===== config.mk =====
export PLATFORM = sky130hd
export DESIGN_NAME = digit_serial_mult
export DESIGN_NICKNAME = d
export VERILOG_FILES = /design/src/rtl/digit_serial_mult_pkg.sv /design/src/rtl/digit_serial_mult_digit_mult.sv /design/src/rtl/digit_serial_mult.sv
export SDC_FILE = /design/constraint.sdc
export NUM_CORES = 1
export LEC_CHECK = 0
export BUFFER_PORTS_ARGS = -buffer_cell sky130_fd_sc_hd__buf_2
export CORE_ASPECT_RATIO = 1.4
export CORE_MARGIN = 1
export CORE_UTILIZATION = 43
export DETAILED_ROUTE_END_ITERATION = 10
export GPL_TIMING_DRIVEN = 0
export MAX_ROUTING_LAYER = met4
export SLEW_MARGIN = 5
export SYNTH_ARGS = -nofsm -noshare
export SYNTH_HDL_FRONTEND = slang
export SYNTH_SLANG_ARGS = --single-unit

===== constraint.sdc =====
create_clock -name clk -period 5.83 [get_ports clk]
set_clock_uncertainty 0.1 [all_clocks]
set_input_delay 0.8745 -clock clk [delete_from_list [all_inputs] [get_ports clk]]
set_output_delay 0.8745 -clock clk [all_outputs]
set_load 0.01 [all_outputs]

===== src/rtl/digit_serial_mult_pkg.sv =====
// Shared definitions for the digit-serial multiplier: FSM state encoding and
// the width of the partial-product counter.
package digit_serial_mult_pkg;

  typedef enum logic {
    ST_IDLE = 1'b0,
    ST_CALC = 1'b1
  } state_t;

  // Counter must index nd*nd partial products; keep at least one bit.
  function automatic int cnt_w(input int nd);
    return (nd * nd > 1) ? $clog2(nd * nd) : 1;
  endfunction

endpackage


===== src/rtl/digit_serial_mult_digit_mult.sv =====
// Combinational unsigned DIGITxDIGIT multiplier producing a full 2*DIGIT-bit product.
module digit_mult #(
  parameter int DIGIT = 2
) (
  input  logic [DIGIT-1:0]   a,
  input  logic [DIGIT-1:0]   b,
  output logic [2*DIGIT-1:0] p
);

  assign p = {{DIGIT{1'b0}}, a} * {{DIGIT{1'b0}}, b};

endmodule


===== src/rtl/digit_serial_mult.sv =====
// Unsigned WIDTHxWIDTH multiplier: one digit product per cycle is shifted into
// place and accumulated into out, with optional multiply-accumulate.
module digit_serial_mult
  import digit_serial_mult_pkg::*;
#(
  parameter int WIDTH = 8,
  parameter int DIGIT = 2
) (
  input  logic               clk,
  input  logic               rst,
  input  logic               start,
  input  logic               acc_en,
  input  logic [WIDTH-1:0]   in1,
  input  logic [WIDTH-1:0]   in2,
  output logic               busy,
  output logic               done,
  output logic [2*WIDTH-1:0] out
);

  localparam int ND = WIDTH / DIGIT;
  localparam int NN = ND * ND;
  localparam int CW = cnt_w(ND);
  localparam int IW = (ND > 1) ? $clog2(ND) : 1;
  localparam int SW = $clog2(2 * WIDTH) + 1;
  localparam logic [CW-1:0] ND_C = CW'(ND);
  localparam logic [CW-1:0] LAST = CW'(NN - 1);

  if ((DIGIT < 1) || (WIDTH % DIGIT != 0)) begin : g_bad_param
    $error("digit_serial_mult: WIDTH must be a positive multiple of DIGIT");
  end

  state_t             state_q, state_d;
  logic [CW-1:0]      cnt_q, cnt_d;
  logic               busy_q, busy_d;
  logic               done_q, done_d;
  logic [WIDTH-1:0]   a_q, a_d, b_q, b_d;
  logic [2*WIDTH-1:0] out_q, out_d;

  logic [DIGIT-1:0]   a_digs [ND];
  logic [DIGIT-1:0]   b_digs [ND];
  logic [IW-1:0]      i_idx, j_idx;
  logic [DIGIT-1:0]   a_dig, b_dig;
  logic [2*DIGIT-1:0] prod;
  logic [SW-1:0]      sh;
  logic [2*WIDTH-1:0] pp_sh;

  for (genvar g = 0; g < ND; g++) begin : g_dig
    assign a_digs[g] = a_q[g*DIGIT +: DIGIT];
    assign b_digs[g] = b_q[g*DIGIT +: DIGIT];
  end

  // cnt walks A digits in the outer loop and B digits in the inner loop.
  assign i_idx = IW'(cnt_q / ND_C);
  assign j_idx = IW'(cnt_q % ND_C);
  assign a_dig = a_digs[i_idx];
  assign b_dig = b_digs[j_idx];

  digit_mult #(.DIGIT(DIGIT)) u_digit_mult (
    .a (a_dig),
    .b (b_dig),
    .p (prod)
  );

  assign sh    = SW'(DIGIT) * (SW'(i_idx) + SW'(j_idx));
  assign pp_sh = (2*WIDTH)'(prod) << sh;

  always_comb begin
    state_d = state_q;
    cnt_d   = cnt_q;
    busy_d  = busy_q;
    done_d  = 1'b0;
    a_d     = a_q;
    b_d     = b_q;
    out_d   = out_q;
    unique case (state_q)
      ST_IDLE: begin
        if (start) begin
          a_d     = in1;
          b_d     = in2;
          out_d   = acc_en ? out_q : '0;
          cnt_d   = '0;
          busy_d  = 1'b1;
          state_d = ST_CALC;
        end
      end
      ST_CALC: begin
        out_d = out_q + pp_sh;
        if (cnt_q == LAST) begin
          state_d = ST_IDLE;
          busy_d  = 1'b0;
          done_d  = 1'b1;
        end else begin
          cnt_d = cnt_q + 1'b1;
        end
      end
      default: state_d = ST_IDLE;
    endcase
  end

  always_ff @(posedge clk or negedge rst) begin
    if (!rst) begin
      state_q <= ST_IDLE;
      cnt_q   <= '0;
      busy_q  <= 1'b0;
      done_q  <= 1'b0;
      a_q     <= '0;
      b_q     <= '0;
      out_q   <= '0;
    end else begin
      state_q <= state_d;
      cnt_q   <= cnt_d;
      busy_q  <= busy_d;
      done_q  <= done_d;
      a_q     <= a_d;
      b_q     <= b_d;
      out_q   <= out_d;
    end
  end

  assign busy = busy_q;
  assign done = done_q;
  assign out  = out_q;

endmodule


# [Word level (Yosys, flattened, before mapping)]
# Index checks and enable logic that the tools add are counted.
[word_totals] output_inout_bits=18 input_bits=20 regBits=39
[classes] n_lt_le_gt_ge=2 n_reduce_logical=4 n_mul=1 eq_ne=5 bitwise_logic=3 shifts=1 add_sub_neg=3 muxes=20
[ops] op="$mux 16" n=2
[ops] op="$pmux 16 s2" n=1
[ops] op="$add 16x16->16" n=1
[ops] op="$shl 4x4->16" n=1
[ops] op="$bmux 2 s2" n=2
[ops] op="$mux 2" n=4
[ops] op="$mux 4" n=2
[ops] op="$pmux 4 s2" n=1
[ops] op="$reduce_and 2->1" n=4
[ops] op="$ge 3x3->1 const B" n=2
[ops] op="$mux 1" n=6
[ops] op="$ne 2x2->1 const B" n=3
[ops] op="$not 2->3" n=2
[ops] op="$add 4x1->4 const B" n=1
[ops] op="$eq 4x4->1 const B" n=1
[ops] op="$mul 2x2->4" n=1
[ops] op="$pmux 1 s2" n=2
[ops] op="$add 2x2->3" n=1
[ops] op="$ne 2x1->1 const B" n=1
[ops] op="$not 1->1" n=1

# [Depth between registers and ports, before layout]
# Gate-level depths: netlist of the first run.
[logic_depth] depth_word=8 ltp_mapped=14 mapped_depth_nobuf=13

# [Modules after synthesis]
# Synthesis of the first run repeated with hierarchy kept, for this count alone.
[hier_totals] cells_unflattened=266 hier_area_um2=2601.2
[by_module_without_submodules] module="digit_serial_mult" n_inst=1 seq_area_each_um2=975.9 cells_per_inst=260 area_per_inst_um2=2551.2
[by_module_without_submodules] module="digit_mult" n_inst=1 seq_area_each_um2=0.0 cells_per_inst=6 area_per_inst_um2=50.0

# [Worst setup path before layout of the first run]
# OpenSTA, ideal clock, no wires.
[synth_path] path_type="register -> register" start="register cnt_q[2]" end="register out_q[15] (netlist: out[15])" setup_slack_ns=2.001 period_less_slack_ns=3.829 required_time_ns=5.650 arrival_ns=3.648 path_stages_with_launch=15 cell_sequence="dfrtp_1 -> clkbuf_1 -> mux4_2 -> and2_1 -> ha_1 -> ha_1 -> nor2b_1 -> a31oi_1 -> nor2_1 -> ha_1 -> o211ai_1 -> o211a_1 -> or4b_1 -> and2_1 -> o211ai_2"
[synth_between] elab_chain_len=8
[synth_rtl] element="start: declaration" line="digit_serial_mult.sv:33" text="logic [CW-1:0] cnt_q, cnt_d;"
[synth_rtl] element="start signal: assignment" line="digit_serial_mult.sv:111" text="cnt_q <= cnt_d;"
[synth_rtl] element="$not 2->3 (implied by the code)" line="digit_serial_mult.sv:55" text="assign a_dig = a_digs[i_idx];"
[synth_rtl] element="$bmux 2 s2" line="digit_serial_mult.sv:55"
[synth_rtl] element="$mux 2 (implied by the code) (2 in series)" line="digit_serial_mult.sv:55"
[synth_rtl] element="$mul 2x2->4" line="digit_serial_mult_digit_mult.sv:10" text="assign p = {{DIGIT{1'b0}}, a} * {{DIGIT{1'b0}}, b};"
[synth_rtl] element="$shl 4x4->16 *" line="digit_serial_mult.sv:65" text="assign pp_sh = (2*WIDTH)'(prod) << sh;"
[synth_rtl] element="$add 16x16->16 *" line="digit_serial_mult.sv:87" text="out_d = out_q + pp_sh;"
[synth_rtl] element="$pmux 16 s2 *" line="digit_serial_mult.sv:75" text="unique case (state_q)"
[synth_rtl] element="end signal: assignment" line="digit_serial_mult.sv:116" text="out_q <= out_d;"
[synth_rtl] element="end: declaration" line="digit_serial_mult.sv:37" text="logic [2*WIDTH-1:0] out_q, out_d;"
# Every way passes the cells marked *; elsewhere a longest branch is shown, timed or not. The select of a mux whose other input is x is not followed.
# A chain may end at the register's enable or synchronous reset.

# [Worst setup path in the final report of the first run]
[layout_path] start="register cnt_q[2]" end="register out_q[14] (netlist: out[14])"
# The elaborated chain is that of the path after synthesis.

==> results by stage, run 1 <==
Run status:
- The flow ran to the end, and the final reports show no timing, DRC or antenna violations.

Synthesis:
- The synthesized instance count is 271.
- Sorting the synthesized cells by how often they occur yields 39 x dfrtp_1, 27 x nand2_1, 19 x ha_1, 19 x nor2_1, 17 x a21oi_1.
- The share of flip-flops with an asynchronous set or reset after synthesis is 1.00.
- The number of synthesis warnings is 0.
- After synthesis the netlist holds a flip-flop and latch count of 39.
- The post-synthesis instance area is 2620 um^2.
- Yosys instantiated no cell more often than dfrtp_1.
- Of the post-synthesis cell area, the dominant cell type holds 0.373.
- The most used flip-flop cell after synthesis is dfrtp_1.
- Yosys mapped a number of flops with a built-in enable equal to 0.
- The post-synth net total is 312.
- The mean post-synth cell area is 9.66 um^2.
- Of all cell types, the one taking the most synthesized area is dfrtp_1.
- The count of cell types in the netlist is 53.
- The post-synthesis sequential area ratio is 0.373.
- Ranked by total cell area, the synthesized netlist is headed by dfrtp_1 37%, ha_1 9.1%, mux2_2 6.9%.

STA:
- Subtracting the final worst setup slack from the clock period gives 4.39 ns.
- The final number of hold-violating endpoints was 0.
- In the finished design, the share of the clock period the worst path needs comes to 0.754.
- Setup repair after global routing left no endpoint under its margin.
- Adding up every negative setup slack in the final design gives 0 ns.
- The final count of negative-setup-slack endpoints is 0.
- The worst slew margin relative to its limit is 0.416.
- Timing would allow up to 0.228 GHz.
- The count of pins over their slew limit came to 0.
- The slew at the pin closest to its max-slew limit is 0.876 ns.

Cells and area:
- Once layout is complete, the cells apart from fillers number 385.
- The filler cell count is 563.
- 0 antenna diodes ended up in the layout.
- The number of nets in the final layout is 356.
- Of the cells placed in the final design, the portion with a size suffix greater than 1 is 0.235.
- From synthesis to final layout, the design area changed by 14.5%.
- For this run, the share of the core covered by cells in the final layout is 0.511.

Floorplanning:
- The number of rows created at floorplan is 33.
- The floorplan step defined a die boundary enclosing 6410 um^2.
- The effective utilization at floorplan is 0.447.
- In this run the vertical extent of the chip is 94.3 um.
- The floorplan core area is 5860 um^2.
- Pin placement for this block handled 38 I/O pins.
- The horizontal extent of the die is 68.0 um.

Place:
- The number of port buffers is 37.
- The count of placed standard cells including taps is 378.
- Summed over all nets, the half-perimeter wirelength after detailed placement is 4.73 mm.
- The congestion estimate from routability-driven global placement came to 0.931.

Power and ir drop:
- Internal power comes to 1.11 mW.
- The leakage dissipation is 1.37 nW.
- In this run the power spent charging and discharging nets is 0.928 mW.
- Of the total power, combinational logic draws 0.633.
- The clock group share of total power is 0.112.
- The switching share of power is 0.455.
- The worst-case vdd ir drop is 0.000267 V.
- The power density normalized to cell area is 680 nW/um^2.
- Of the total power, registers draw 0.255.

Route:
- The routed wirelength normalized by instance count is 15.8 um.
- The antenna violation net count after detailed routing is 0.
- The count of routing violations after the opening detailed-route iteration is 82.
- The routed via count is 2185.
- The detail-routed via count per cell is 5.68.
- For this run, design rule violations remaining after detail routing come to 0.
- After detailed routing, the total wire length is 6.10 mm.
- The total iterations of the first detailed-routing run is 4.

Global routing:
- The global-route congestion overflow total is 0.
- The largest net degree at the start of global routing is 40.
- The first global-routing pass estimated 10.2 mm of wire.
- The number of global-route vias before repair is 2190.
- The initial antenna violation count is 0.
- In the global route stage, overall resource usage came out at 0.223.

Worst setup path:
- The worst path arrival time is 4.47 ns.
- The category of the most critical setup path is flip-flop to flip-flop.
- The highest net fanout along the worst path is 8.
- STA classifies the critical path endpoint as a flip-flop.
- STA classifies the critical path startpoint as a flip-flop.
- At the worst endpoint, the required time is 5.90 ns.

Clocking:
- The clock tree from TritonCTS is yes.
- The cell at the root of the clock tree is clkbuf_8.
- The H-tree was split into 2 levels.
- At the later pin of the worst-skew pair, clock insertion delay measures 0.30 ns.
- The clock transition time at the flip-flop clock pins of the worst setup and hold paths is 0.08 ns.
- The number of instances resized during post-cts repair is 0.
- The buffers inserted during post-CTS setup optimization is 0.
- The number of buffers created by CTS is 5.
- The number of sinks on the clock net is 39.
- The clock passes through at most 2 buffers.
- The quantity of hold-fixing buffers added after cts is 0.

Run:
- The number of max-cap violations is 0.

Hold path:
- The kind of path behind the tightest hold check is flip-flop to flip-flop.
==> metal layers <==
layer / GRT usage / share of wire
met5: - / 0
met4: 0.116 / 0.037
met3: 0.0338 / 0.026
met2: 0.381 / 0.53
met1: 0.243 / 0.41
==> kinds of logic after synthesis <==
family / count (synthesis) / synth area share
and+or+nand+nor: 88 / 0.167
AOI/OAI and AO/OA: 71 / 0.179
DFF: 39 / 0.373
buffers and inverters: 23 / 0.0416
muxes: 21 / 0.107
adders and majority gates: 21 / 0.106
xor gates and xnor gates: 8 / 0.0268
==> cell usage in the layout, fill, tap and decap left out, types with 3 or more instances in the layout <==
cell      count
clkbuf_8      6
buf_2        38
nand2_1      27
nor3_1        3
a21o_1        5
a211oi_1      3
dfrtp_1      39
o211ai_1      3
nand4_1       4
a21oi_1      17
or3_1         3
o22ai_1       3
inv_1        13
nor2b_1       5
nor2_1       19
and2_1        5
nand2b_1      6
mux2_2       16
nand3_1       7
o21ai_0      16
xor2_1        6
a31oi_1       4
mux4_2        4
ha_1         19
clkbuf_1      6
==> registers in the layout (all words and copies together) (netlist names) <==
| register | cells |
|---|---|
| out | 16 |
| a_q | 8 |
| b_q | 8 |
| cnt_q | 4 |
| busy | 1 |
| done | 1 |
| state_q | 1 |
==> layout make-up <==
class / instances / area (um^2) / share of cell area
plain buffers: 10 / 60.1 / 0.0200
clock buffers: 5 / 68.8 / 0.0230
clock inverters: 2 / 37.5 / 0.0125
inverters: 13 / 48.8 / 0.0163
multi-input cells: 209 / 1530 / 0.512
flip-flops and latches: 39 / 976 / 0.326
well taps: 70 / 87.6 / 0.0292
repair buffers: 37 / 185 / 0.0618
==> power groups by stage <==
stage	registers [mW]	clock network [mW]	logic [mW]
final	0.521	0.228	1.29
after global routing	0.542	0.246	1.45
after CTS	0.524	0.235	1.30
after detailed placement	0.530	0	1.29
after global placement	0.523	0	1.27
after floorplan	0.527	0	0.970
==> worst max-delay path, stage by stage (launching register included) <==
cell       delay (ns)
dfrtp_1          0.35
clkbuf_1         0.32
mux4_2           0.59
and2_1           0.17
ha_1             0.19
ha_1             0.30
nor2b_1          0.14
a31oi_1          0.36
nor2_1           0.10
ha_1             0.36
nor2b_1          0.23
o211ai_2         0.17
a2111oi_0        0.60
or4_1            0.20
nand3_1          0.08
==> worst paths after layout <==
path	from	end	slack, ns	cells after the start
min in group asynchronous	rst	out[6]	0.58	1
min	busy	busy	0.40	2
min reg2reg	busy	busy	0.40	2
max in group asynchronous	rst	out[15]	4.49	1
max reg2reg	cnt_q[2]	out[14]	1.44	14
max	cnt_q[2]	out[14]	1.44	14
==> per-stage QoR <==
step	hold slack [ns]	power [mW]	worst slack [ns]	instance area (um^2)
2_1_floorplan	0.375	1.50	2.00	2620
3_3_place_gp	0.382	1.80	1.41	2890
3_5_place_dp	0.392	1.82	1.41	2890
4_1_cts	0.410	2.06	1.38	3000
5_1_grt	0.423	2.24	1.16	3000
6_report	0.403	2.04	1.44	3000
Power figures use the tool's default switching activity.
==> inputs of run 2 (changes only) <==
--- a/config.mk
+++ b/config.mk
@@ -12,6 +12,7 @@
 export DETAILED_ROUTE_END_ITERATION = 10
 export GPL_TIMING_DRIVEN = 0
 export MAX_ROUTING_LAYER = met4
+export PLACE_DENSITY = 0.65
 export SLEW_MARGIN = 5
 export SYNTH_ARGS = -nofsm -noshare
 export SYNTH_HDL_FRONTEND = slang
==> constraint.sdc (replaced) <==
create_clock -name clk -period 3.6 [get_ports clk]
set_clock_uncertainty 0.1 [all_clocks]
set_input_delay 0.54 -clock clk [delete_from_list [all_inputs] [get_ports clk]]
set_output_delay 0.54 -clock clk [all_outputs]
set_load 0.01 [all_outputs]
==> run 2 against run 1 <==
  * The flow now finishes with violations (setup timing)
  * Final area rose by 14%
  * First-iteration DRC count rose by 65%
  * Cell count rose by 3.9%
  * Worst setup slack got worse by 1.6 ns
  * Register-to-register slack got worse by 1.6 ns
  * Sequential share of layout area fell by 3.9 points
  * Hold slack got worse by 0.18 ns
  * Maximum frequency rose by 18%
==> results by stage, run 2 (same netlist as run 1, synthesis figures left out) <==
Worst setup path:
- Among all stages on the critical path, the largest delay is contributed by mux4_2.
- The largest single stage delay on the critical path is 0.51 ns.
- The data required time of the critical path is 3.71 ns.
- Of all nets on the critical path, the largest fanout is 4.
- Counting cells, the worst reg-to-reg path comes to 16.
- The setup path with the least slack is of type flip-flop to flip-flop.
- The reg2reg setup slack is -0.13 ns.
- The launch point of the worst reg-to-reg path is cnt_q[2].
- At the worst endpoint, the arrival time is 3.84 ns.
- Among the stages of the critical path, the cell type that occurs most often is ha_4.
- Traced cell by cell, the critical path runs through clkbuf_8 -> mux4_2 -> and2_4 -> ha_4 -> ha_4 -> nor2b_4 -> a31oi_4 -> buf_6 -> nor2_2 -> ha_4 -> nand4_1 -> buf_4 -> nor2_1 -> nand3_1 -> and4_1 -> o31ai_2.
- The startpoint type of the worst setup path is a flip-flop.
- The terminus of the critical flop-to-flop path is out[13].
- The kind of end point of the critical path is a flip-flop.

Place:
- The half-perimeter wire length after detailed placement is 4.59 mm.
- Buffers placed on the I/O ports in this run total 37.
- At the end of routability-driven placement, the weighted congestion stood at 0.925.
- The count of placed standard cells including taps is 378.

Global routing:
- Across every metal layer, demand over resource in global routing totals 0.232.
- The first global-routing pass estimated 10.8 mm of wire.
- The initial antenna violation count is 0.
- The number of global-route vias before repair is 2295.
- Summed over all layers, the global routing overflow is 0.
- The largest net degree at the start of global routing is 40.

Floorplanning:
- In this run the vertical extent of the chip is 94.3 um.
- The die covers 6410 um^2.
- Measured along the x axis, the die boundary spans 68.0 um.
- The number of top-level design ports is 38.
- For this configuration, the core starts out at a cell density of 0.447.
- The floorplan step defined a core boundary enclosing 5860 um^2.
- The number of rows created at floorplan is 33.

Cells and area:
- In the final design database the tool counted 370 nets.
- The flip-flop count of the largest register, all copies and words added is 16.
- The number of antenna diodes in the final layout is 0.
- Leaving out fill and tap cells, the most frequent cells in the layout are 38 x buf_2, 38 x dfrtp_1, 27 x nand2_1.
- Leaving out filler cells and counting taps, the final layout contains 400.
- The area growth from synthesis to layout is 30.2%.
- The share of cells above drive strength 1 is 0.394.

Route:
- For this block, the routed nets add up to 6.56 mm of wire.
- Detailed routing inserted a total of 2305 vias.
- The total iterations of the first detailed-routing run is 4.
- The routed wirelength normalized by instance count is 16.4 um.
- The count of routing violations after the opening detailed-route iteration is 135.
- The post-detailed-route DRC marker count is 0.
- The detail-routed via count per cell is 5.76.
- The antenna violation net count after detailed routing is 0.

Clocking:
- The number of H-tree levels is 2.
- The number of sinks on the clock net is 39.
- Clock latency on the worst-skew pair, taken at its later pin, is 0.31 ns.
- TritonCTS built the clock tree.
- The cell at the root of the clock tree is clkbuf_8.
- The clock transition time at the flip-flop clock pins of the worst setup and hold paths is 0.09 ns.
- The number of buffers created by CTS is 5.
- The maximum number of buffers from clock root to sink is 2.

STA:
- Setup repair after global routing could not meet its margin everywhere.
- The final cycle utilization of the critical path is 1.04.
- Derived from the worst setup path, the maximum achievable clock frequency is 0.268 GHz.
- The final count of negative-setup-slack endpoints is 2.
- The count of pins over their slew limit is 0.
- At the pin with the least slew margin, the transition time is 0.844 ns.
- The worst slew margin relative to its limit is 0.437.
- Once routing completed, OpenROAD measured the worst setup slack at -0.127 ns.
- The final number of hold-violating endpoints is 0.
- Counting I/O delays and the setup requirement, the final critical path takes 3.73 ns.

Run:
- The tool flagged a number of max-cap violations equal to 0.

Run status:
- The final reports fail on setup timing.
- The run finished, with violations left.

Hold path:
- The worst hold path belongs to the class input pin to asynchronous set/reset pin.
run 2: cell count changes in the layout (fill, tap and decap cells not counted), sizes merged:
cell,previous run,this run
buf,40,56
clkbuf,12,11
inv,13,14
clkinvlp,1,0
run 2: cell type report:
type                    instances  area, um^2
plain buffers                   8        62.6
clock buffers                   6        82.6
clock inverters                 2        38.8
fillers                       515        2450
inverters                      13        48.8
multi-input cells             209        1800
flip-flops and latches         39         977
well taps                      70        87.6
repair buffers                 53         309
run 2: how the worst max path moves through the flow:
| stage | start | end | slack [ns] | cells after the start |
|---|---|---|---|---|
| final | cnt_q[2] | out[13] | -0.13 | 16 |
| after global routing | cnt_q[2] | out[13] | -0.21 | 16 |
| after CTS | cnt_q[2] | out[15] | -0.05 | 13 |
| after detailed placement | cnt_q[2] | out[14] | -0.54 | 14 |
| after global placement | cnt_q[2] | out[14] | -0.49 | 14 |
| after floorplan | cnt_q[2] | out[15] | -0.05 | 14 |
run 2: per-layer routing:
layer	part of all wire	track usage	up-vias
met5	0	-	-
met4	0.039	0.120	0
met3	0.033	0.0338	25
met2	0.54	0.400	67
met1	0.39	0.251	1114
li1	-	-	1099
run 2: repair_timing:
action                                  CTS  global route
setup buffers                            11             5
hold buffers                              0             0
endpoints found under the setup margin   11            10
pin swaps                                17            24
gates resized for setup                  24            28
endpoints found under the hold margin     0             0
run 2: critical path, delay by kind of cell (launching register included):
| family | cells | cell delay (ns) |
|---|---|---|
| simple gates | 7 | 1.06 |
| mux | 1 | 0.51 |
| compound gates | 2 | 0.43 |
| buf+inv | 3 | 0.50 |
| flops | 1 | 0.37 |
| fa+ha+maj | 3 | 0.66 |
run 2: through the flow:
stage	hold slack (ns)	worst slack [ns]	TNS, ns	utilization	area, um^2
5_1_grt	0.321	-0.208	-0.748	0.582	3410
3_5_place_dp	0.394	-0.538	-2.75	0.500	2930
2_1_floorplan	0.144	-0.0497	-0.0497	-	2660
4_1_cts	0.284	-0.0511	-0.0551	0.554	3250
6_report	0.227	-0.127	-0.206	0.582	3410
3_3_place_gp	0.385	-0.493	-2.66	0.500	2930
Power of run 2 is not shown: default switching activity piles up to over one toggle a cycle in this logic, so the estimate is an artifact.
